[config.mk]
export PLATFORM = sky130hd
export DESIGN_NAME = pipe_scoreboard
export DESIGN_NICKNAME = d
export VERILOG_FILES = /design/src/rtl/pipe_scoreboard.sv
export SDC_FILE = /design/constraint.sdc
export NUM_CORES = 1
export LEC_CHECK = 0
export CAP_MARGIN = 20
export CORE_MARGIN = 2
export CORE_UTILIZATION = 51
export CTS_BUF_LIST = sky130_fd_sc_hd__clkbuf_4
export CTS_CLUSTER_DIAMETER = 100
export DETAILED_ROUTE_END_ITERATION = 7
export HOLD_SLACK_MARGIN = 0.1
export PLACE_DENSITY = 0.9
export SLEW_MARGIN = 20
export SYNTH_ARGS = -nofsm -noshare
export SYNTH_HDL_FRONTEND = slang
export SYNTH_SLANG_ARGS = --single-unit
[constraint.sdc]
create_clock -name clk -period 3.4 [get_ports clk]
set_input_delay 0.68 -clock clk [delete_from_list [all_inputs] [get_ports clk]]
set_output_delay 0.68 -clock clk [all_outputs]
set_load 0.05 [all_outputs]
[src/rtl/pipe_scoreboard.sv]
// Hazard/forwarding scoreboard: tracks in-flight destinations over DEPTH stages, combinational
// stall/forward selects (zero latency); stall holds decode and injects a bubble, flush kills young entries.
module pipe_scoreboard #(
   parameter int NSRC     = 3,
   parameter int REGW     = 5,
   parameter int DEPTH    = 3,
   parameter int LOAD_LAT = 1,
   parameter int FLUSH_N  = 3,
   localparam int SW      = $clog2(DEPTH + 1)
) (
   input  logic                 clk,
   input  logic                 rst_n,
   input  logic                 issue_valid,
   input  logic [NSRC*REGW-1:0] issue_src,
   input  logic [NSRC-1:0]      issue_src_used,
   input  logic                 issue_wr,
   input  logic [REGW-1:0]      issue_wrreg,
   input  logic                 issue_is_load,
   input  logic                 flush,
   output logic                 stall,
   output logic                 issue_ack,
   output logic [NSRC*SW-1:0]   fwd_sel,
   output logic [SW-1:0]        pending_cnt
);

   typedef struct packed {
      logic            vld;
      logic            wr;
      logic [REGW-1:0] dst;
      logic [SW-1:0]   rdy;
   } ent_t;

   ent_t            ent [1:DEPTH];
   ent_t            nxt [1:DEPTH];
   logic [NSRC-1:0] hz;
   logic [SW-1:0]   cnt_nxt;

   // Scan oldest to youngest so the youngest match is the one left standing.
   always_comb begin
      fwd_sel = '0;
      hz      = '0;
      for (int i = 0; i < NSRC; i++) begin
         for (int k = DEPTH; k >= 1; k--) begin
            if (issue_src_used[i] && ent[k].vld && ent[k].wr &&
                ent[k].dst == issue_src[i*REGW +: REGW]) begin
               hz[i]                 = (ent[k].rdy != '0);
               fwd_sel[i*SW +: SW]   = (ent[k].rdy != '0) ? '0 : SW'(k);
            end
         end
      end
   end

   assign stall     = issue_valid & (|hz);
   assign issue_ack = issue_valid & ~stall & ~flush;

   always_comb begin
      nxt[1] = '0;
      if (issue_ack) begin
         nxt[1].vld = 1'b1;
         nxt[1].wr  = issue_wr & (issue_wrreg != '0);
         nxt[1].dst = issue_wrreg;
         nxt[1].rdy = issue_is_load ? SW'(LOAD_LAT) : '0;
      end
      for (int k = 2; k <= DEPTH; k++) begin
         nxt[k] = ent[k-1];
         if (ent[k-1].rdy != '0)
            nxt[k].rdy = ent[k-1].rdy - SW'(1);
      end
      // Flush removes the post-shift young window, including what just entered stage 1.
      if (flush) begin
         for (int k = 1; k <= FLUSH_N; k++)
            nxt[k].vld = 1'b0;
      end
      cnt_nxt = '0;
      for (int k = 1; k <= DEPTH; k++) begin
         if (nxt[k].vld && nxt[k].wr)
            cnt_nxt = cnt_nxt + SW'(1);
      end
   end

   always_ff @(posedge clk) begin
      if (!rst_n) begin
         for (int k = 1; k <= DEPTH; k++)
            ent[k] <= '0;
         pending_cnt <= '0;
      end else begin
         for (int k = 1; k <= DEPTH; k++)
            ent[k] <= nxt[k];
         pending_cnt <= cnt_nxt;
      end
   end

endmodule

==> flow_summary.json, run 1 <==
{
  "holdCritPathClass": "reg -> reg",
  "detail_route.drc_violations": 0,
  "timing.max_slew.rel_slack_pct": 61.0,
  "yosys.cell_types.count": 28,
  "fmax_ghz": 0.299,
  "finalSetupViolations": 0,
  "totalNegativeSetupSlack_ns": 0,
  "run_status": "finished clean",
  "final_net_count": 267,
  "power.leakage_uw": 0.000943,
  "via_count_of_the_first_global_routing_pass": 1452,
  "placed_standard_cell_area_mm2": 0.00219,
  "yosysWarnings": 0,
  "insertion_delay_ns": 0.32,
  "syn_area_per_cell_um2": 9.11,
  "skew_ns": 0.00474,
  "combinationalPowerShare_pct": 19.3,
  "synth_seq_area_share_pct": 33.2,
  "post_detailed_route_via_to_cell_ratio": 5.50,
  "instances_no_fill": 268,
  "cts-root-to-sink-buffers": 2,
  "routed_wl_mm": 4.13,
  "grt.total_usage_pct": 24.4,
  "cp_max_delay_cell": "sky130_fd_sc_hd__clkdlybuf4s50_1",
  "yosysTopAreaCell": "sky130_fd_sc_hd__dfxtp_1",
  "clock_tree_from_tritoncts": "built",
  "total_switching_power_uw": 151,
  "post_dr_wirelength_cell_um": 15.4,
  "hold_violations": 0,
  "tightestPinTransition_ns": 0.583,
  "period_share_pct": 98.2,
  "yosys_register_bits": 26,
  "via_count": 1473,
  "cp_data_required_time_ns": 2.72,
  "gp_routability_congestion": 0.897,
  "path_max_fanout": 4,
  "layout-drive-gt1-share_pct": 27.2,
  "syn2layout_area_growth_pct": 50.6,
  "core.rowCount": 20,
  "synth_largest_type_area_fraction_pct": 33.2,
  "ir_drop_mv": 0.264,
  "grt.overflow.total": 0,
  "internal_uw": 501,
  "synth_area_mm2": 0.00157,
  "startpoint_types": "primary input",
  "finalWorstPathRequiredPeriod_ns": 3.34,
  "cts-root-buf": "sky130_fd_sc_hd__clkbuf_4",
  "post_synth_main_area_contributors": "sky130_fd_sc_hd__dfxtp_1, sky130_fd_sc_hd__xnor2_1, sky130_fd_sc_hd__and2_1",
  "pin_count": 39,
  "power.density_mw_per_mm2": 277,
  "utilization_pct": 79.2,
  "place.detailed.instances": 260,
  "cts_inserted_buffers": 3,
  "crit_chain": "clkdlybuf4s50_1, xnor2_2, and3_4, a211oi_2, a221o_1, a222oi_1, buf_4, and2_4, buf_12",
  "synthesis.nets": 203,
  "die_area_mm2": 0.00353,
  "first_pass_iters": 4,
  "antenna_found_initial": 0,
  "clock_sink_count": 26,
  "detailedPlacementHpwl_mm": 3.02,
  "core_mm2": 0.00298,
  "power.share.clock_pct": 31.8,
  "detail_route.iter0.violations": 46,
  "die_y_um": 59.4,
  "pwr-share-seq_pct": 49.0,
  "portBuffers": 38,
  "max_cap_viol": 0,
  "ant_nets": 0,
  "cts_htree_levels": 1,
  "chipWidth_um": 59.4,
  "worstSetupEndpointType": "output port",
  "initial_utilization_pct": 52.6,
  "holdBufCountCts": 0,
  "switching_share_pct": 23.2,
  "path_class": "in -> out",
  "post_synth_inst_count": 172,
  "final_count_of_pins_violating_max_slew": 0,
  "design_area_mm2": 0.00236,
  "cts.clk_slew.worst_paths_ns": 0.13,
  "antenna-diode-count": 0,
  "wire_length_of_the_first_global_routing_pass_mm": 6.39,
  "pin_count_of_the_biggest_net_entering_global_routing": 24,
  "cp_peak_stage_delay_ns": 0.52,
  "arrival_ns": 2.66
}
## cell usage after synthesis (all sizes together)
cell type	n
xnor2	33
dfxtp	26
and2	20
xor2	12
nand2	10
and3	9
and4	6
nand4	6
o21ai	6
nor2	5
nand2b	4
nor2b	4
a211oi	3
a21oi	3
a221o	3
nand3	3
nand3b	3
nor4	3
a21boi	2
clkbuf	2
ha	2
or3	2
a222oi	1
buf	1
conb	1
inv	1
or4	1
## power by group through the flow
stage | logic [uW] | clock network (uW) | registers [uW]
after detailed placement | 121 | 0 | 325
after global routing | 134 | 222 | 321
final | 126 | 207 | 319
after global placement | 118 | 0 | 325
after floorplan | 50.1 | 0 | 324
after CTS | 121 | 210 | 319
## routing by layer
layer | share of wire (%) | wire, um | GRT usage, %
met1 | 40 | 1640 | 29.2
met2 | 53 | 2210 | 42.7
met3 | 5.5 | 227 | 2.62
met4 | 1.3 | 53 | 12.7
met5 | 0 | 0 | 0
## kinds of logic (layout without fill, tap and decap cells)
| logic type | count (synthesis) | count (layout) | share of synthesized area, % |
|---|---|---|---|
| compound gates | 18 | 18 | 7.83 |
| xor+xnor | 45 | 45 | 25.2 |
| fa+ha+maj | 2 | 2 | 1.60 |
| buf+inv | 4 | 67 | 1.20 |
| flops | 26 | 26 | 33.2 |
| other cells | 1 | 1 | 0.239 |
| simple gates | 76 | 76 | 30.8 |
## metrics by stage
stage / worst slack (ns) / hold slack [ns] / power [uW]
5_1_grt: -0.00245 / 0.499 / 677
3_3_place_gp: -0.216 / 0.425 / 443
4_1_cts: 0.00422 / 0.472 / 650
2_1_floorplan: 0.113 / 0.421 / 374
6_report: 0.0610 / 0.475 / 653
3_5_place_dp: -0.294 / 0.442 / 446
## layout make-up
cell class              instances  area, um2
multi-input cells             142       1140
fillers                       179        619
repair buffers                 62        597
flip-flops and latches         26        523
well taps                      33       41.3
clock inverters                 1       30.0
clock buffers                   3       22.5
inverters                       1       3.75
## flip-flops by register name (all words and copies together), names as in the netlist
| register | count |
|---|---|
| ent | 24 |
| pending_cnt | 2 |
## worst paths after layout
kind	from	end	slack [ns]	depth (start not counted)
worst max-delay path	issue_src[13]	issue_ack	0.06	9
worst min register to register	ent[0][16]	ent[0][25]	0.48	1
worst max register to register	ent[0][23]	pending_cnt[0]	0.46	11
worst min-delay path	ent[0][16]	ent[0][25]	0.48	1
## repair_timing
item / 4_1_cts / 5_1_grt
gates resized for setup: 24 / 25
pin swaps: 14 / 9
setup endpoints to repair: 2 / 2
setup buffers: 4 / 0
cloned: 0 / 0
## worst max-delay path, delay by kind of cell
kind | cells | cell delay, ns
xor+xnor | 1 | 0.14
buf+inv | 3 | 0.85
compound gates | 3 | 0.62
simple gates | 2 | 0.37
## layout by cell type, fill, tap and decap left out, types with 5 or more instances in the layout
cell type,count
sky130_fd_sc_hd__buf_4,25
sky130_fd_sc_hd__xor2_2,8
sky130_fd_sc_hd__xnor2_1,31
sky130_fd_sc_hd__and3_1,7
sky130_fd_sc_hd__clkbuf_2,6
sky130_fd_sc_hd__dlygate4sd2_1,5
sky130_fd_sc_hd__and4_1,6
sky130_fd_sc_hd__buf_12,7
sky130_fd_sc_hd__and2_1,19
sky130_fd_sc_hd__o21ai_0,6
sky130_fd_sc_hd__nand4_1,6
sky130_fd_sc_hd__dfxtp_1,24
sky130_fd_sc_hd__nand2_1,10
sky130_fd_sc_hd__clkdlybuf4s50_1,15
Note: power is estimated with default switching activity, not from simulation.
==> run 2: changes to the inputs <==
--- a/config.mk
+++ b/config.mk
@@ -7,12 +7,13 @@
 export LEC_CHECK = 0
 export CAP_MARGIN = 20
 export CORE_MARGIN = 2
-export CORE_UTILIZATION = 51
+export CORE_UTILIZATION = 65
 export CTS_BUF_LIST = sky130_fd_sc_hd__clkbuf_4
 export CTS_CLUSTER_DIAMETER = 100
 export DETAILED_ROUTE_END_ITERATION = 7
+export DONT_BUFFER_PORTS = 1
 export HOLD_SLACK_MARGIN = 0.1
-export PLACE_DENSITY = 0.9
+export PLACE_DENSITY = 0.89
 export SLEW_MARGIN = 20
 export SYNTH_ARGS = -nofsm -noshare
 export SYNTH_HDL_FRONTEND = slang
==> run 2 against run 1 <==
Effect of this change:
- fmax rose by 1.2%
- via count fell by 14%
- sequential cell count did not move
- critical endpoint unchanged
==> flow_summary.json, run 2 (same netlist as run 1, synthesis figures left out) <==
{
  "run_status": "finished clean",
  "grt.total_usage_pct": 27.0,
  "beginning_of_the_critical_path": "ent[0][24]",
  "cts.clk_slew.worst_paths_ns": 0.13,
  "grt.overflow.total": 0,
  "worst_r2r_path_cells": 11,
  "detail_route.drc_violations": 0,
  "cts_htree_levels": 1,
  "max_cap_viol": 0,
  "hold_violations": 0,
  "placed_standard_cell_area_mm2": 0.00167,
  "die_area_mm2": 0.00282,
  "layout-drive-gt1-share_pct": 12.5,
  "cts-root-to-sink-buffers": 2,
  "holdCritPathClass": "reg -> reg",
  "cts_inserted_buffers": 3,
  "layout.cells.most_common_list": "sky130_fd_sc_hd__xnor2_1, sky130_fd_sc_hd__dfxtp_1, sky130_fd_sc_hd__and2_1",
  "final_count_of_pins_violating_max_slew": 0,
  "initial_utilization_pct": 69.5,
  "path_max_fanout": 6,
  "antenna-diode-count": 0,
  "detail_route.iter0.violations": 31,
  "detailedPlacementHpwl_mm": 2.78,
  "rr_endpoint": "pending_cnt[0]",
  "chipWidth_um": 53.1,
  "ant_nets": 0,
  "core_mm2": 0.00225,
  "worstSetupEndpointType": "output port",
  "die_y_um": 53.1,
  "power.leakage_uw": 0.000664,
  "first_pass_iters": 4,
  "routed_wl_mm": 3.50,
  "startpoint_types": "register",
  "antenna_found_initial": 0,
  "timing.hold.ws_ns": 0.477,
  "skew_ns": 0.00414,
  "ir_drop_mv": 0.366,
  "core.rowCount": 17,
  "worst_r2r_startpoint": "ent[0][24]",
  "period_share_pct": 97.1,
  "post_dr_wirelength_cell_um": 16.5,
  "post_detailed_route_via_to_cell_ratio": 6.01,
  "power.density_mw_per_mm2": 333,
  "largest_register_by_flop_count": "ent",
  "gp_routability_congestion": 0.921,
  "endpoint": "issue_ack",
  "final_net_count": 216,
  "fmax_ghz": 0.303,
  "insertion_delay_ns": 0.31,
  "reg2reg_setup_slack_ns": 0.29,
  "mostFrequentLayoutCell": "sky130_fd_sc_hd__xnor2_1",
  "path_class": "reg -> out",
  "largest_register_ffs": 24,
  "via_count": 1274,
  "arrival_ns": 2.62,
  "pin_count_of_the_biggest_net_entering_global_routing": 24,
  "cp_data_required_time_ns": 2.72,
  "finalSetupViolations": 0,
  "finalWorstPathRequiredPeriod_ns": 3.30,
  "reg.largest.list": "ent: 24 flops, pending_cnt: 2 flops",
  "portBuffers": 0,
  "design_area_mm2": 0.00175,
  "cts-root-buf": "sky130_fd_sc_hd__clkbuf_4",
  "pin_count": 39,
  "syn2layout_area_growth_pct": 11.9,
  "clock_sink_count": 26,
  "wire_length_of_the_first_global_routing_pass_mm": 5.53,
  "clock_tree_from_tritoncts": "built",
  "via_count_of_the_first_global_routing_pass": 1321
}
==> run 2: how the worst min path moves through the flow <==
stage	depth (start not counted)	to	slack (ns)	from
after global placement	1	ent[0][25]	0.43	ent[0][16]
after CTS	1	ent[0][25]	0.47	ent[0][16]
after detailed placement	1	ent[0][25]	0.44	ent[0][16]
final	1	ent[0][25]	0.48	ent[0][16]
after floorplan	1	ent[0][26]	0.42	ent[0][17]
after global routing	1	ent[0][21]	0.47	rst_n
==> run 2: per-layer routing <==
| layer | share of wire [%] | GRT usage (%) |
|---|---|---|
| met1 | 39 | 28.2 |
| met2 | 51 | 51.2 |
| met3 | 7.4 | 5.37 |
| met4 | 2.4 | 12.0 |
| met5 | 0 | 0 |
==> run 2: per-stage QoR <==
step	TNS (ns)	cells	power (uW)	worst slack (ns)	utilization, %
final	0	212	584	0.0997	77.7
after global routing	-0.000641	212	606	-0.000641	77.7
after CTS	0	210	584	0.0148	76.2
after detailed placement	0	206	384	0.104	73.9
after global placement	0	206	381	0.130	73.9
after floorplan	0	172	374	0.113	-
==> run 2: area by class of cell <==
| class | instances | area, um2 |
|---|---|---|
| sequential | 26 | 526 |
| inverter | 1 | 3.75 |
| timing repair buffer | 11 | 95.1 |
| multi-input combinational | 142 | 1040 |
| clock inverter | 1 | 30.0 |
| tap | 28 | 35.0 |
| clock buffer | 3 | 22.5 |
| fill | 168 | 502 |
==> run 2: power breakdown <==
| group | switching [uW] | internal, uW | total (uW) | leakage, uW |
|---|---|---|---|---|
| Clock | 85.1 | 119 | 204 | 0.0000279 |
| Combinational | 25.5 | 34.0 | 59.5 | 0.000423 |
| Sequential | 8.67 | 311 | 320 | 0.000213 |
| Total | 119 | 464 | 584 | 0.000664 |
==> run 2: what timing repair did <==
| action | CTS | global route |
|---|---|---|
| setup endpoints to repair | 0 | 2 |
| gates resized for setup | 0 | 6 |
| buffers inserted | 0 | 2 |
| hold buffers | 0 | 0 |
==> run 2: critical path, stage by stage (launching register included) <==
cell and delay [ns]:
sky130_fd_sc_hd__dfxtp_2 0.38, sky130_fd_sc_hd__xor2_1 0.18, sky130_fd_sc_hd__nor4_4 0.32, sky130_fd_sc_hd__a211oi_1 0.15
sky130_fd_sc_hd__a221o_1 0.36, sky130_fd_sc_hd__a222oi_1 0.38, sky130_fd_sc_hd__buf_4 0.22, sky130_fd_sc_hd__and2_1 0.18
sky130_fd_sc_hd__buf_12 0.15
==> run 3: changes to the inputs <==
--- a/config.mk
+++ b/config.mk
@@ -10,9 +10,10 @@
 export CORE_UTILIZATION = 65
 export CTS_BUF_LIST = sky130_fd_sc_hd__clkbuf_4
 export CTS_CLUSTER_DIAMETER = 100
+export CTS_CLUSTER_SIZE = 8
 export DETAILED_ROUTE_END_ITERATION = 7
 export DONT_BUFFER_PORTS = 1
-export HOLD_SLACK_MARGIN = 0.1
+export GPL_ROUTABILITY_DRIVEN = 0
 export PLACE_DENSITY = 0.89
 export SLEW_MARGIN = 20
 export SYNTH_ARGS = -nofsm -noshare
==> results of run 3 <==
The final DEF is identical to that of run 2; final timing and power are the same.
